File: config.mk
export PLATFORM = sky130hd
export DESIGN_NAME = axi_lite_regfile_disp
export DESIGN_NICKNAME = d
export VERILOG_FILES = /design/src/rtl/axi_lite_pkg.sv /design/src/rtl/seg7_hex_dec.sv /design/src/rtl/axi_lite_regfile_disp.sv
export SDC_FILE = /design/constraint.sdc
export NUM_CORES = 1
export LEC_CHECK = 0
export BUFFER_PORTS_ARGS = -buffer_cell sky130_fd_sc_hd__buf_2
export CAP_MARGIN = 15
export CORE_MARGIN = 2
export CORE_UTILIZATION = 42
export CTS_BUF_LIST = sky130_fd_sc_hd__clkbuf_2
export DETAILED_ROUTE_END_ITERATION = 8
export PLACE_DENSITY = 0.62
export SLEW_MARGIN = 40
export SYNTH_ARGS = -nofsm -noshare
export SYNTH_HDL_FRONTEND = slang
export SYNTH_SLANG_ARGS = --single-unit
export TNS_END_PERCENT = 100
File: constraint.sdc
create_clock -name clk -period 2.4 [get_ports clk]
set_input_delay 0 -clock clk [delete_from_list [all_inputs] [get_ports clk]]
set_output_delay 0 -clock clk [all_outputs]
set_load 0.03 [all_outputs]
File: src/rtl/axi_lite_pkg.sv
// rtl/axi_lite_pkg.sv - shared response codes and FSM state types for the AXI-Lite register file
package axi_lite_pkg;

  localparam logic [1:0] RESP_OKAY   = 2'b00;
  localparam logic [1:0] RESP_SLVERR = 2'b10;

  typedef enum logic {W_IDLE, W_RESP}  wr_state_e;
  typedef enum logic {R_IDLE, R_VALID} rd_state_e;

endpackage

File: src/rtl/seg7_hex_dec.sv
// rtl/seg7_hex_dec.sv - hex nibble to active-low seven-segment pattern, dp in bit 0
module seg7_hex_dec (
  input  logic [3:0] i_nibble,
  input  logic       i_dp_en,
  output logic [7:0] o_pattern
);

  logic [7:0] w_glyph;

  always_comb begin
    w_glyph = 8'hFF;
    case (i_nibble)
      4'h0: w_glyph = 8'h03;
      4'h1: w_glyph = 8'h9F;
      4'h2: w_glyph = 8'h25;
      4'h3: w_glyph = 8'h0D;
      4'h4: w_glyph = 8'h99;
      4'h5: w_glyph = 8'h49;
      4'h6: w_glyph = 8'h41;
      4'h7: w_glyph = 8'h1F;
      4'h8: w_glyph = 8'h01;
      4'h9: w_glyph = 8'h09;
      4'hA: w_glyph = 8'h11;
      4'hB: w_glyph = 8'hC1;
      4'hC: w_glyph = 8'h63;
      4'hD: w_glyph = 8'h85;
      4'hE: w_glyph = 8'h61;
      4'hF: w_glyph = 8'h71;
      default: w_glyph = 8'hFF;
    endcase
  end

  assign o_pattern = {w_glyph[7:1], ~i_dp_en};

endmodule

File: src/rtl/axi_lite_regfile_disp.sv
// rtl/axi_lite_regfile_disp.sv - AXI-Lite register file slave with hex readback on a 7-segment digit
module axi_lite_regfile_disp
  import axi_lite_pkg::*;
#(
  parameter int ADDR_W = 4,
  parameter int DATA_W = 8,
  parameter int DEPTH  = 16
) (
  input  logic              clk,
  input  logic              reset,
  input  logic              s_awvalid,
  output logic              s_awready,
  input  logic [ADDR_W-1:0] s_awaddr,
  input  logic              s_wvalid,
  output logic              s_wready,
  input  logic [DATA_W-1:0] s_wdata,
  output logic              s_bvalid,
  input  logic              s_bready,
  output logic [1:0]        s_bresp,
  input  logic              s_arvalid,
  output logic              s_arready,
  input  logic [ADDR_W-1:0] s_araddr,
  output logic              s_rvalid,
  input  logic              s_rready,
  output logic [DATA_W-1:0] s_rdata,
  output logic [1:0]        s_rresp,
  output logic [7:0]        disp_hex
);

  logic [DATA_W-1:0] r_mem [DEPTH];

  wr_state_e         r_wstate, w_wstate_nxt;
  logic              r_aw_got, r_w_got;
  logic [ADDR_W-1:0] r_awaddr;
  logic [DATA_W-1:0] r_wdata;
  logic [1:0]        r_bresp;
  logic              w_awready, w_wready, w_commit;
  logic              w_aw_hs, w_w_hs;
  logic [ADDR_W-1:0] w_waddr;
  logic [DATA_W-1:0] w_wdat;
  logic              w_waddr_ok;

  rd_state_e         r_rstate, w_rstate_nxt;
  logic              w_arready, w_ar_hs, w_r_hs, w_araddr_ok;
  logic [DATA_W-1:0] r_rdata;
  logic [1:0]        r_rresp;
  logic [7:0]        r_disp;
  logic [7:0]        w_seg;
  logic              w_dp_en;

  // Address/data come from the latch if that half already completed, else straight from the bus.
  assign w_waddr     = r_aw_got ? r_awaddr : s_awaddr;
  assign w_wdat      = r_w_got  ? r_wdata  : s_wdata;
  assign w_waddr_ok  = 32'(w_waddr)  < DEPTH;
  assign w_araddr_ok = 32'(s_araddr) < DEPTH;
  assign w_aw_hs     = s_awvalid && w_awready;
  assign w_w_hs      = s_wvalid && w_wready;

  always_comb begin
    w_wstate_nxt = r_wstate;
    w_awready    = 1'b0;
    w_wready     = 1'b0;
    w_commit     = 1'b0;
    case (r_wstate)
      W_IDLE: begin
        w_awready = !r_aw_got;
        w_wready  = !r_w_got;
        if ((r_aw_got || s_awvalid) && (r_w_got || s_wvalid)) begin
          w_commit     = 1'b1;
          w_wstate_nxt = W_RESP;
        end
      end
      W_RESP: if (s_bready) w_wstate_nxt = W_IDLE;
      default: w_wstate_nxt = W_IDLE;
    endcase
  end

  always_ff @(posedge clk) begin
    if (reset) begin
      r_wstate <= W_IDLE;
      r_aw_got <= 1'b0;
      r_w_got  <= 1'b0;
      r_awaddr <= '0;
      r_wdata  <= '0;
      r_bresp  <= RESP_OKAY;
      for (int i = 0; i < DEPTH; i++) r_mem[i] <= DATA_W'(i);
    end else begin
      r_wstate <= w_wstate_nxt;
      if (w_aw_hs) begin
        r_aw_got <= 1'b1;
        r_awaddr <= s_awaddr;
      end
      if (w_w_hs) begin
        r_w_got <= 1'b1;
        r_wdata <= s_wdata;
      end
      if (w_commit) begin
        r_bresp <= w_waddr_ok ? RESP_OKAY : RESP_SLVERR;
        if (w_waddr_ok) r_mem[w_waddr] <= w_wdat;
      end
      if (r_wstate == W_RESP && s_bready) begin
        r_aw_got <= 1'b0;
        r_w_got  <= 1'b0;
      end
    end
  end

  assign w_ar_hs = s_arvalid && w_arready;
  assign w_r_hs  = (r_rstate == R_VALID) && s_rready;

  always_comb begin
    w_rstate_nxt = r_rstate;
    w_arready    = 1'b0;
    case (r_rstate)
      R_IDLE: begin
        w_arready = 1'b1;
        if (s_arvalid) w_rstate_nxt = R_VALID;
      end
      R_VALID: if (s_rready) w_rstate_nxt = R_IDLE;
      default: w_rstate_nxt = R_IDLE;
    endcase
  end

  generate
    if (DATA_W > 4) begin : g_dp_upper
      assign w_dp_en = |r_rdata[DATA_W-1:4];
    end else begin : g_dp_none
      assign w_dp_en = 1'b0;
    end
  endgenerate

  seg7_hex_dec u_seg (
    .i_nibble  (r_rdata[3:0]),
    .i_dp_en   (w_dp_en),
    .o_pattern (w_seg)
  );

  // Same-edge write commit and AR sample r_mem before the NBA update, so the old value is returned.
  always_ff @(posedge clk) begin
    if (reset) begin
      r_rstate <= R_IDLE;
      r_rdata  <= '0;
      r_rresp  <= RESP_OKAY;
      r_disp   <= 8'hFF;
    end else begin
      r_rstate <= w_rstate_nxt;
      if (w_ar_hs) begin
        r_rdata <= w_araddr_ok ? r_mem[s_araddr] : '0;
        r_rresp <= w_araddr_ok ? RESP_OKAY : RESP_SLVERR;
      end
      if (w_r_hs) r_disp <= (r_rresp == RESP_SLVERR) ? 8'hFE : w_seg;
    end
  end

  assign s_awready = w_awready;
  assign s_wready  = w_wready;
  assign s_bvalid  = (r_wstate == W_RESP);
  assign s_bresp   = r_bresp;
  assign s_arready = w_arready;
  assign s_rvalid  = (r_rstate == R_VALID);
  assign s_rdata   = r_rdata;
  assign s_rresp   = r_rresp;
  assign disp_hex  = r_disp;

endmodule

# Word level (Yosys, flattened, before mapping)
# Memories as Yosys holds them, arrays and structs flattened. A register that Yosys moved wholly into a read port is not among the register bits.
# Cells that the tools add are included.
[totals] regBits=24 latchBits=0 ram_bits=128 romBits=112 in_bits=23 output_inout_bits=25 wordCells=45 mem_count=2
[op_classes] add_sub_neg=0 n_mul=0 div_mod_pow=0 order_cmp=0 eq_ne=0 shift=0 mux=20 bitwise_logic=3 reduce_logical=13
[mem_list] name="r_mem" words=16 width=8 read_ports=1 rd_clocked_by_memory_dff=1 write_ports=16 line_no="axi_lite_regfile_disp.sv:30" source="logic [DATA_W-1:0] r_mem [DEPTH];"
[mem_list] name="(name not given)" words=16 width=7 read_ports=1 rd_clocked_by_memory_dff=1 write_ports=0 line_no="seg7_hex_dec.sv:12" source="case (i_nibble)"
[op_table] op="$mux W8" n=2
[op_table] op="$mux W1" n=14
[op_table] op="$mux W4" n=2
[op_table] op="$reduce_or A8 Y1" n=1
[op_table] op="$logic_and A1 B1 Y1" n=6
[op_table] op="$pmux W1 S2" n=2
[op_table] op="$reduce_or A4 Y1" n=1
[op_table] op="$not A1 Y1" n=3
[op_table] op="$logic_not A1 Y1" n=2
[op_table] op="$logic_or A1 B1 Y1" n=2
[op_table] op="$reduce_or A2 Y1" n=1

# Depth between registers and ports, before layout
# Gate-level depths: netlist (run 1).
[logic_depth] word_depth=9 ltp_mapped=7 depth_no_buf=6

# Modules after synthesis
# A second synthesis (run 1) with hierarchy kept.
[unflattened] cells_unflattened=581 area_unflattened_um2=7473.4
[modules_own_cells] module="axi_lite_regfile_disp" n_inst=1 cells_per_inst=547 area_per_inst_um2=7200.7 seq_area_each_um2=4484.3
[modules_own_cells] module="seg7_hex_dec" n_inst=1 cells_per_inst=34 area_per_inst_um2=272.8 seq_area_each_um2=0.0

# Worst setup path before layout (run 1)
# OpenSTA, ideal clock, no wires.
[synth_path] kind="register to register" from="register r_aw_got" to="memory r_mem[1][0], enable pin" setup_time_ns=0.329 arrival_ns=1.873 required_ns=2.071 slack_ns=0.198 path_stages_with_launch=6 n_path_buf=1 synth_period_minus_slack_ns=2.202 cell_sequence="dfxtp_1 -> buf_2 -> or3b_4 -> a2111oi_4 -> nand2_4 -> nand2_1"
[synth_lines] item="start: declaration" line_no="axi_lite_regfile_disp.sv:33" source="logic r_aw_got, r_w_got;"
[synth_lines] item="start signal: assignment" line_no="axi_lite_regfile_disp.sv:81" source="r_aw_got <= 1'b0;"
[synth_lines] item="start signal: assignment" line_no="axi_lite_regfile_disp.sv:90" source="r_aw_got <= 1'b1;"
[synth_lines] item="start signal: assignment" line_no="axi_lite_regfile_disp.sv:102" source="r_aw_got <= 1'b0;"
[synth_lines] item="end: declaration" line_no="axi_lite_regfile_disp.sv:30"

# Worst setup path in the final report (run 1)
[layout_path] from="register r_wstate (netlist: s_bvalid)" to="register r_wstate (netlist: s_bvalid)"
[layout_via] elab_chain_cells=2
[layout_lines] item="start: declaration" line_no="axi_lite_regfile_disp.sv:32" source="wr_state_e r_wstate, w_wstate_nxt;"
[layout_lines] item="start signal: assignment" line_no="axi_lite_regfile_disp.sv:88" source="r_wstate <= w_wstate_nxt;"
[layout_lines] item="$not A1 Y1"
[layout_lines] item="$pmux W1 S2 *" line_no="axi_lite_regfile_disp.sv:64" source="case (r_wstate)"
# Mark *: on every way between the ends. The rest lies on a longest branch, timed or not.
# A chain may end at the register's enable or synchronous reset.

==> results of run 1 <==
[worst max-delay path, stage by stage (launching register included)]
cell and delay (ns):
dfxtp_1 0.64, mux2_2 0.39, dlygate4sd3_1 0.56, nor2_1 0.08, dlygate4sd3_1 0.55
[what timing repair did]
| item | in CTS | in global routing |
|---|---|---|
| setup endpoints to repair | 0 | 1 |
| resized for setup | 0 | 1 |
| hold buffers | 43 | 0 |
| hold endpoints to repair | 160 | 0 |
[kinds of logic after synthesis]
family,Yosys count,share of synthesized area
multiplexers,78,0.149
flip-flops,160,0.615
adder cells (fa/ha/maj),6,0.0103
other,1,0.000514
AND/OR/NAND/NOR,226,0.135
buffers and inverters,52,0.0305
AO/OA/AOI/OAI,51,0.0599
[report_power, final]
part           internal [mW]  switching [mW]  leakage (nW)
clock                  0.587           0.922         0.139
combinational          0.317           0.486          1.48
sequential              3.10          0.0667          1.48
[final cells by class]
class,count,area share
timing repair buffer,119,0.107
clock inverter,11,0.0163
tap,225,0.0328
multi-input combinational,365,0.304
inverter,10,0.00438
clock buffer,21,0.0123
sequential,160,0.523
[layer usage]
layer | vias to the layer above | routed length [um]
li1 | 2312 | -
met1 | 2362 | 7190
met2 | 156 | 8140
met3 | 14 | 931
met4 | 0 | 231
met5 | - | 0
[state kept, by name, summed over array words and instances (netlist names)]
signal	count
disp_hex	8
r_wdata	8
s_rvalid	1
r_awaddr	4
r_w_got	1
r_aw_got	1
s_rdata	8
r_mem	128
s_bvalid	1
[through the flow]
step,cell area (sq um),setup slack (ns)
floorplan,7310,0.198
global placement,7900,0.310
detailed placement,7900,0.240
CTS,8570,0.0543
global route,8580,0.0190
finish,8580,0.148
[placed cells by master (no fill, tap or decap), drive strengths merged, types with 3 or more instances in the layout]
cell,n
mux4,24
dlygate4sd3,43
a221oi,8
conb,4
o32ai,5
a211o,5
mux2i,50
nand4,10
nand3b,3
edfxtp,128
a21oi,6
o211ai,11
mux2,4
nor2,121
o21ai,9
clkbuf,21
nor2b,6
clkinv,5
inv,9
bufinv,3
dfxtp,32
clkinvlp,4
nand2,51
nand3,24
buf,76
ha,6
[worst max path at each step]
stage,startpoint,endpoint,slack [ns],cells after the start
finish,s_bvalid,s_bvalid,0.15,4
global route,s_rvalid,s_rvalid,0.02,5
CTS,s_bvalid,r_wdata[3],0.05,5
detailed placement,r_aw_got,r_mem[12][2],0.24,6
global placement,r_aw_got,r_mem[12][4],0.31,6
floorplan,r_aw_got,r_mem[1][0],0.20,5
==> flow_summary.yaml, run 1 <==
status:
  status: "completed"
synth:
  postSynthAreaPerCell_sq_um: 12.7
  synthTopCellsByCount: "edfxtp_1 (128), nor2_1 (121), mux2i_1 (50), nand2_1 (48), dfxtp_1 (32)"
  yosys.area.top_type: "edfxtp_1"
  synthCells: 574
  synthMostInstantiatedCell: "edfxtp_1"
  yosys_register_bits: 160
  synth-async-reset-ratio: 0
  synth_top_cells_by_area: "edfxtp_1 (53%), dfxtp_1 (8.8%), mux4_2 (7.4%)"
  synth-seq-area-share: 0.615
  synth_edf_count: 128
  ys_types: 43
  syn-cell-area_sq_mm: 0.00730
  yosysWarnings: 0
  synth.top_cell.area_share: 0.527
  synthFlopType: "edfxtp_1"
sta:
  clock.fmax_mhz: 444
  slew_viol_final: 0
  rsz0062_at_grt: "false"
  hold_violations: 0
  tns_ns: 0
  period_share: 0.938
  timing.hold.ws_ns: 0.114
  skew_ns: 0.0190
  min_period_ns: 2.25
  worst_pin_slew_ns: 0.663
  setup_viol: 0
  relSlewSlack: 0.558
setup_path:
  cp.arrival_ns: 2.91
  critPathMaxFanout: 10
  endpoint_kind: "flip-flop"
  worstPathRequired_ns: 3.06
  reg2regPathDepth: 4
  reg2reg_to: "s_bvalid"
  crit_path_start_kind: "flip-flop"
  rr_startpoint: "s_bvalid"
  rrSetupSlack_ns: 0.15
  path_class: "reg2reg"
power:
  power_mw: 5.47
  p_leak_nw: 3.09
  p_per_area_mw_per_mm2: 638
  ir_drop_uv: 528
floorplan:
  row_count: 48
  initial_utilization: 0.426
  core_area_sq_mm: 0.0171
  fp.dieW_um: 136
  die_h_um: 136
  die_area_sq_mm: 0.0184
  ios: 48
worst_hold_path:
  min_to: "s_rdata[0]"
  hold_depth: 4
  worst_hold_startpoint: "s_araddr[3]"
  hp-class: "in2reg"
final_layout:
  final_nets: 702
  fillers: 1493
  multi_input_area_sq_mm: 0.00261
  final_cells: 911
  antenna_cells: 0
  seq_area_sq_mm: 0.00449
  final_layout_size_suffix_gt1_frac: 0.213
  area_growth_pct: 17.5
  fin_util: 0.501
clock_network:
  ctsRootBufferMaster: "clkbuf_2"
  numCtsBuffers: 17
  postCtsSetupBuffers: 0
  cts.htree.levels: 4
  cts_tree: "done"
  max-clock-path-buffers: 2
  numClockSinks: 160
  insertion_delay_ns: 0.70
  cts.reportedPaths.clkPinSlew_ns: 0.22
placed_design:
  numPortBuffers: 43
  finalWeightedCongestion: 0.839
  hpwl_mm: 11.2
  dp_cells: 836
global_routing:
  grt_use_met2: 0.320
  grt_use_met1: 0.255
  grtUsageMet3: 0.0408
  grt-busiest-layer: "met2"
  grt_usage: 0.193
  grt_start_max_net_pins: 42
  antenna_found_initial: 0
  grt_pass1_wl_mm: 26.5
  grt_pass1_vias: 5014
  overflow: 0
job:
  cap_viol_max_count: 0
drt:
  drtPass1Iterations: 5
  routedWlPerCell_um: 18.1
  vias: 4844
  ant_nets: 0
  wirelength_mm: 16.5
  viasPerCell: 5.32
  drtIter0Drc: 435
  route.detailed.drc: 0
Power figures use the tool's default switching activity.
==> run 2, diff against run 1 <==
--- a/config.mk
+++ b/config.mk
@@ -5,15 +5,16 @@
 export SDC_FILE = /design/constraint.sdc
 export NUM_CORES = 1
 export LEC_CHECK = 0
+export ABC_AREA = 1
 export BUFFER_PORTS_ARGS = -buffer_cell sky130_fd_sc_hd__buf_2
 export CAP_MARGIN = 15
 export CORE_MARGIN = 2
-export CORE_UTILIZATION = 42
+export CORE_UTILIZATION = 60
 export CTS_BUF_LIST = sky130_fd_sc_hd__clkbuf_2
 export DETAILED_ROUTE_END_ITERATION = 8
-export PLACE_DENSITY = 0.62
+export PLACE_DENSITY = 0.82
 export SLEW_MARGIN = 40
 export SYNTH_ARGS = -nofsm -noshare
 export SYNTH_HDL_FRONTEND = slang
 export SYNTH_SLANG_ARGS = --single-unit
-export TNS_END_PERCENT = 100
+export TNS_END_PERCENT = 10
==> run 2 against run 1 <==
Against the previous run: the flow now finishes with violations (design-rule violations); combinational power up 15%; global-route usage increased by 11 points; worst hold slack got worse by 0.015 ns; clock skew grew 0.0068 ns; power increased by 0.21%; die area fell by 29%; sequential share of layout area up 1.0 points; worst setup slack lost 0.039 ns; fmax is 1.7% lower; area after synthesis increased by 0.98%; largest cell class unchanged; largest power group unchanged.
==> flow_summary.yaml, run 2 <==
setup_path:
  cp.arrival_ns: 2.92
  path_class: "reg2reg"
  crit_path_start_kind: "flip-flop"
  rrSetupSlack_ns: 0.11
  critPathMaxFanout: 1
  worstPathRequired_ns: 3.03
  endpoint_kind: "flip-flop"
worst_hold_path:
  hp-class: "in2reg"
global_routing:
  grt_pass1_wl_mm: 29.7
  antenna_found_initial: 1
  overflow: 0
  grt_usage: 0.302
  grt_start_max_net_pins: 65
  grt_pass1_vias: 5929
synth:
  yosys.area.top_type: "edfxtp_1"
  ys_types: 29
  synthFlopType: "edfxtp_1"
  yosys_register_bits: 160
  yosysWarnings: 0
  synth.top_cell.area_share: 0.522
  synthMostInstantiatedCell: "nand2_1"
  synth_top_cells_by_area: "edfxtp_1 (52%), nand2_1 (13%), dfxtp_1 (8.7%)"
  synth-async-reset-ratio: 0
  postSynthAreaPerCell_sq_um: 8.91
  synth_edf_count: 128
  synthTopCellsByCount: "nand2_1 (250), nor2_1 (143), edfxtp_1 (128), nand3_1 (115), clkbuf_1 (35)"
  synthCells: 827
  syn-cell-area_sq_mm: 0.00737
  synth-seq-area-share: 0.609
sta:
  rsz0062_at_grt: "false"
  layout_setup_ws_ns: 0.109
  relSlewSlack: 0.473
  clock.fmax_mhz: 436
  setup_viol: 0
  hold_violations: 0
  slew_viol_final: 0
  period_share: 0.955
  worst_pin_slew_ns: 0.790
  min_period_ns: 2.29
  skew_ns: 0.0258
  tns_ns: 0
clock_network:
  numClockSinks: 160
  cts_tree: "done"
  numCtsBuffers: 17
  ctsRootBufferMaster: "clkbuf_2"
  insertion_delay_ns: 0.71
  max-clock-path-buffers: 2
  cts.htree.levels: 4
  cts.reportedPaths.clkPinSlew_ns: 0.23
  postCtsSetupBuffers: 0
drt:
  drtPass1Iterations: 9
  drtIter0Drc: 776
  routedWlPerCell_um: 17.8
  viasPerCell: 5.87
  route.detailed.drc: 2
  vias: 6271
  ant_nets: 0
  wirelength_mm: 19.1
power:
  ir_drop_uv: 606
  p_leak_nw: 3.42
  p_per_area_mw_per_mm2: 652
floorplan:
  fp.dieW_um: 115
  ios: 48
  row_count: 40
  core_area_sq_mm: 0.0120
  die_h_um: 115
  die_area_sq_mm: 0.0132
  initial_utilization: 0.613
placed_design:
  post-place-ws_ns: 0.216
  finalWeightedCongestion: 0.891
  numPortBuffers: 43
  hpwl_mm: 12.4
final_layout:
  final_nets: 937
  final_layout_size_suffix_gt1_frac: 0.122
  largest_reg_flops: 128
  largest_register: "r_mem"
  layout_common_cells: "nand2_1 (241), nor2_1 (141), edfxtp_1 (128)"
  final_common_cell: "nand2_1"
  area_growth_pct: 14.2
status:
  status: "complete, but fails checks"
  violations: "design-rule violations"
job:
  cap_viol_max_count: 0
[run 2: kinds of logic after synthesis]
family,synth area share
other,0.000509
AO/OA/AOI/OAI,0.0345
AND/OR/NAND/NOR,0.291
buffers and inverters,0.0440
flip-flops,0.609
multiplexers,0.0109
adder cells (fa/ha/maj),0.0102
[run 2: final cells by class]
cell class	instances	area, sq um
antenna	1	2.50
clock buffer	19	95.1
clock inverter	13	121
fill	829	3600
inverter	38	143
multi-input combinational	588	2610
sequential	160	4480
tap	147	184
timing repair buffer	103	776
[run 2: timing repair]
action	CTS	global route
hold endpoints to repair	160	0
hold buffers	44	0
gates resized for setup	0	14
setup endpoints to repair	0	68
[run 2: stage by stage]
| step | util | instance area (sq um) | std cells | hold WS [ns] | total power, mW |
|---|---|---|---|---|---|
| after global placement | 0.642 | 7720 | 992 | 0.265 | 4.01 |
| after global routing | 0.700 | 8410 | 1069 | 0.0861 | 5.69 |
| after floorplan | - | 7380 | 830 | 0.145 | 3.77 |
| final | 0.700 | 8410 | 1069 | 0.0983 | 5.49 |
| after detailed placement | 0.642 | 7720 | 992 | 0.278 | 4.04 |
| after CTS | 0.697 | 8370 | 1068 | 0.0439 | 5.43 |
[run 2: per-layer routing]
metal  routed length, um  GRT usage  share of wire
met5                   0          0              0
met4                 667      0.115          0.035
met3                1880     0.0675          0.098
met2                9320      0.506           0.49
met1                7200      0.388           0.38
[run 2: final timing paths]
path	start	to	depth (start not counted)
worst max-delay path	r_mem[13][1]	s_rdata[1]	10
worst min-delay path	s_wvalid	r_mem[5][0]	6
worst max register to register	r_mem[13][1]	s_rdata[1]	10
worst min register to register	s_rdata[7]	disp_hex[0]	1
[run 2: worst max-delay path, cell delays in order (launching register included)]
cell and delay [ns]:
edfxtp_1 0.42, nand2_1 0.09, nand3_1 0.13, nand3_1 0.14, nand2_1 0.09, nand2_1 0.06, dlygate4sd3_1 0.54, nand3_1 0.07
dlygate4sd3_1 0.58, nand2_1 0.06, inv_1 0.03
[run 2: power breakdown]
group          leakage [nW]  switching (mW)  total, mW  internal [mW]
Sequential             1.48          0.0693       3.18           3.11
Clock                 0.140           0.909       1.38          0.468
Combinational          1.81           0.642      0.926          0.284
==> run 3, diff against run 2 <==
==> constraint.sdc (replaced) <==
create_clock -name clk -period 2.7 [get_ports clk]
set_input_delay 0 -clock clk [delete_from_list [all_inputs] [get_ports clk]]
set_output_delay 0 -clock clk [all_outputs]
set_load 0.03 [all_outputs]
==> run 3 against run 2 <==
Against the previous run: the run now ends clean; sequential power shrank 11%; utilization is 0.70 points higher; first-iteration DRC count grew 18%; final cell count up 0.19%; flip-flop and latch count stayed put; fmax fell by 12%; global-route usage is 1.6 points higher; worst setup slack lost 0.021 ns; power is 4.8% lower; die area unchanged; clock power increased by 13%; wire length rose by 3.2%.
==> flow_summary.yaml, run 3 (synthesis gave the netlist of run 2 again) <==
final_layout:
  final_layout_size_suffix_gt1_frac: 0.109
  final_common_cell: "nand2_1"
  layout_common_cells: "nand2_1 (250), nor2_1 (143), edfxtp_1 (128)"
  fillers: 810
  final_cells: 1071
  final_nets: 940
  largest_register: "r_mem"
  fin_area_sq_mm: 0.00850
  antenna_cells: 0
  largest_reg_flops: 128
  fin_util: 0.707
  area_growth_pct: 15.3
worst_hold_path:
  worst_hold_startpoint: "s_araddr[1]"
  hp-class: "in2reg"
  hold_depth: 9
sta:
  timing.hold.ws_ns: 0.107
  slew_viol_final: 0
  hold_violations: 0
  rsz0062_at_grt: "false"
  tns_ns: 0
  clock.fmax_mhz: 383
  skew_ns: 0.0341
  period_share: 0.967
  relSlewSlack: 0.542
  layout_setup_ws_ns: 0.0880
  worst_pin_slew_ns: 0.685
  min_period_ns: 2.61
  setup_viol: 0
placed_design:
  dp_cells: 990
  finalWeightedCongestion: 0.904
  hpwl_mm: 12.3
  post-place-ws_ns: 0.457
  numPortBuffers: 43
  placed_area_sq_mm: 0.00770
global_routing:
  grtUsageMet3: 0.0696
  grt_start_max_net_pins: 65
  overflow: 0
  grt_pass1_vias: 6134
  grt_pass1_wl_mm: 31.2
  antenna_found_initial: 0
  grt_use_met1: 0.394
  grt_use_met2: 0.519
  grt-busiest-layer: "met2"
  grt_usage: 0.318
floorplan:
  die_area_sq_mm: 0.0132
  fp.dieW_um: 115
  initial_utilization: 0.613
  die_h_um: 115
  ios: 48
  row_count: 40
  core_area_sq_mm: 0.0120
status:
  status: "completed"
job:
  cap_viol_max_count: 0
setup_path:
  path_class: "reg2reg"
  critPathMaxFanout: 10
  rr_startpoint: "r_w_got"
  crit_chain: "buf_4, nor2_1, nand2_1, o21ai_0, dlygate4sd3_1, nor2_1, dlygate4sd3_1"
  crit_path_start_kind: "flip-flop"
  max_stage_delay_ns: 0.63
  cp.arrival_ns: 3.28
  crit_path_start: "r_w_got"
  reg2regPathDepth: 7
  worstPathRequired_ns: 3.37
  cp_slowest_cell: "dlygate4sd3_1"
  endpoint_kind: "flip-flop"
power:
  p_leak_nw: 3.46
  swShare: 0.287
  p_switching_mw: 1.50
  clkPwrFrac: 0.298
  power_mw: 5.22
  p_int_mw: 3.73
  seq_power_share: 0.542
  combPwrFrac: 0.160
  ir_drop_uv: 651
  p_per_area_mw_per_mm2: 615
drt:
  viasPerCell: 5.87
  drtIter0Drc: 917
  routedWlPerCell_um: 18.4
  drtPass1Iterations: 6
  vias: 6284
  route.detailed.drc: 0
  wirelength_mm: 19.7
  ant_nets: 0
clock_network:
  insertion_delay_ns: 0.75
  cts.htree.levels: 4
  cts_resized: 0
  numClockSinks: 160
  max-clock-path-buffers: 2
  ctsRootBufferMaster: "clkbuf_2"
  cts.reportedPaths.clkPinSlew_ns: 0.23
  cts_tree: "done"
  numCtsBuffers: 17
## run 3: power by group through the flow
stage          Clock, mW  Combinational (mW)  Sequential, mW
2_1_floorplan          0               0.448            2.90
3_3_place_gp           0               0.693            2.87
3_5_place_dp           0               0.715            2.88
4_1_cts             1.56               0.796            2.82
5_1_grt             1.67               0.901            2.84
6_report            1.56               0.835            2.83
## run 3: metal layers
metal / part of all wire / vias up
met2: 0.49 / 438
met4: 0.048 / 0
met5: 0 / -
met1: 0.36 / 2850
met3: 0.10 / 89
li1: - / 2907
## run 3: cell type report
type                       count  area (sq um)  share of cell area
multi-input combinational    588          2570               0.302
inverter                      38           145              0.0171
tap                          147           184              0.0216
sequential                   160          4480               0.528
timing repair buffer         106           811              0.0954
clock buffer                  18          90.1              0.0106
clock inverter                14           213              0.0250
## run 3: path summary, 6_finish.rpt
kind / end / slack [ns]
setup reg to reg: r_wdata[3] / 0.09
hold reg to reg: disp_hex[0] / 0.48
setup / recovery: r_wdata[3] / 0.09
hold / removal: s_rdata[1] / 0.11
## run 3: critical path: cells and delay by family (launching register included)
family,cells,cell delay [ns]
flops,1,0.39
simple gates,3,0.45
compound gates,1,0.28
buf+inv,3,1.40
## run 3: what timing repair did
action | 4_1_cts | 5_1_grt
hold buffers | 49 | 0
setup endpoints to repair | 0 | 0
setup buffers | 0 | 0
endpoints found under the hold margin | 160 | 0
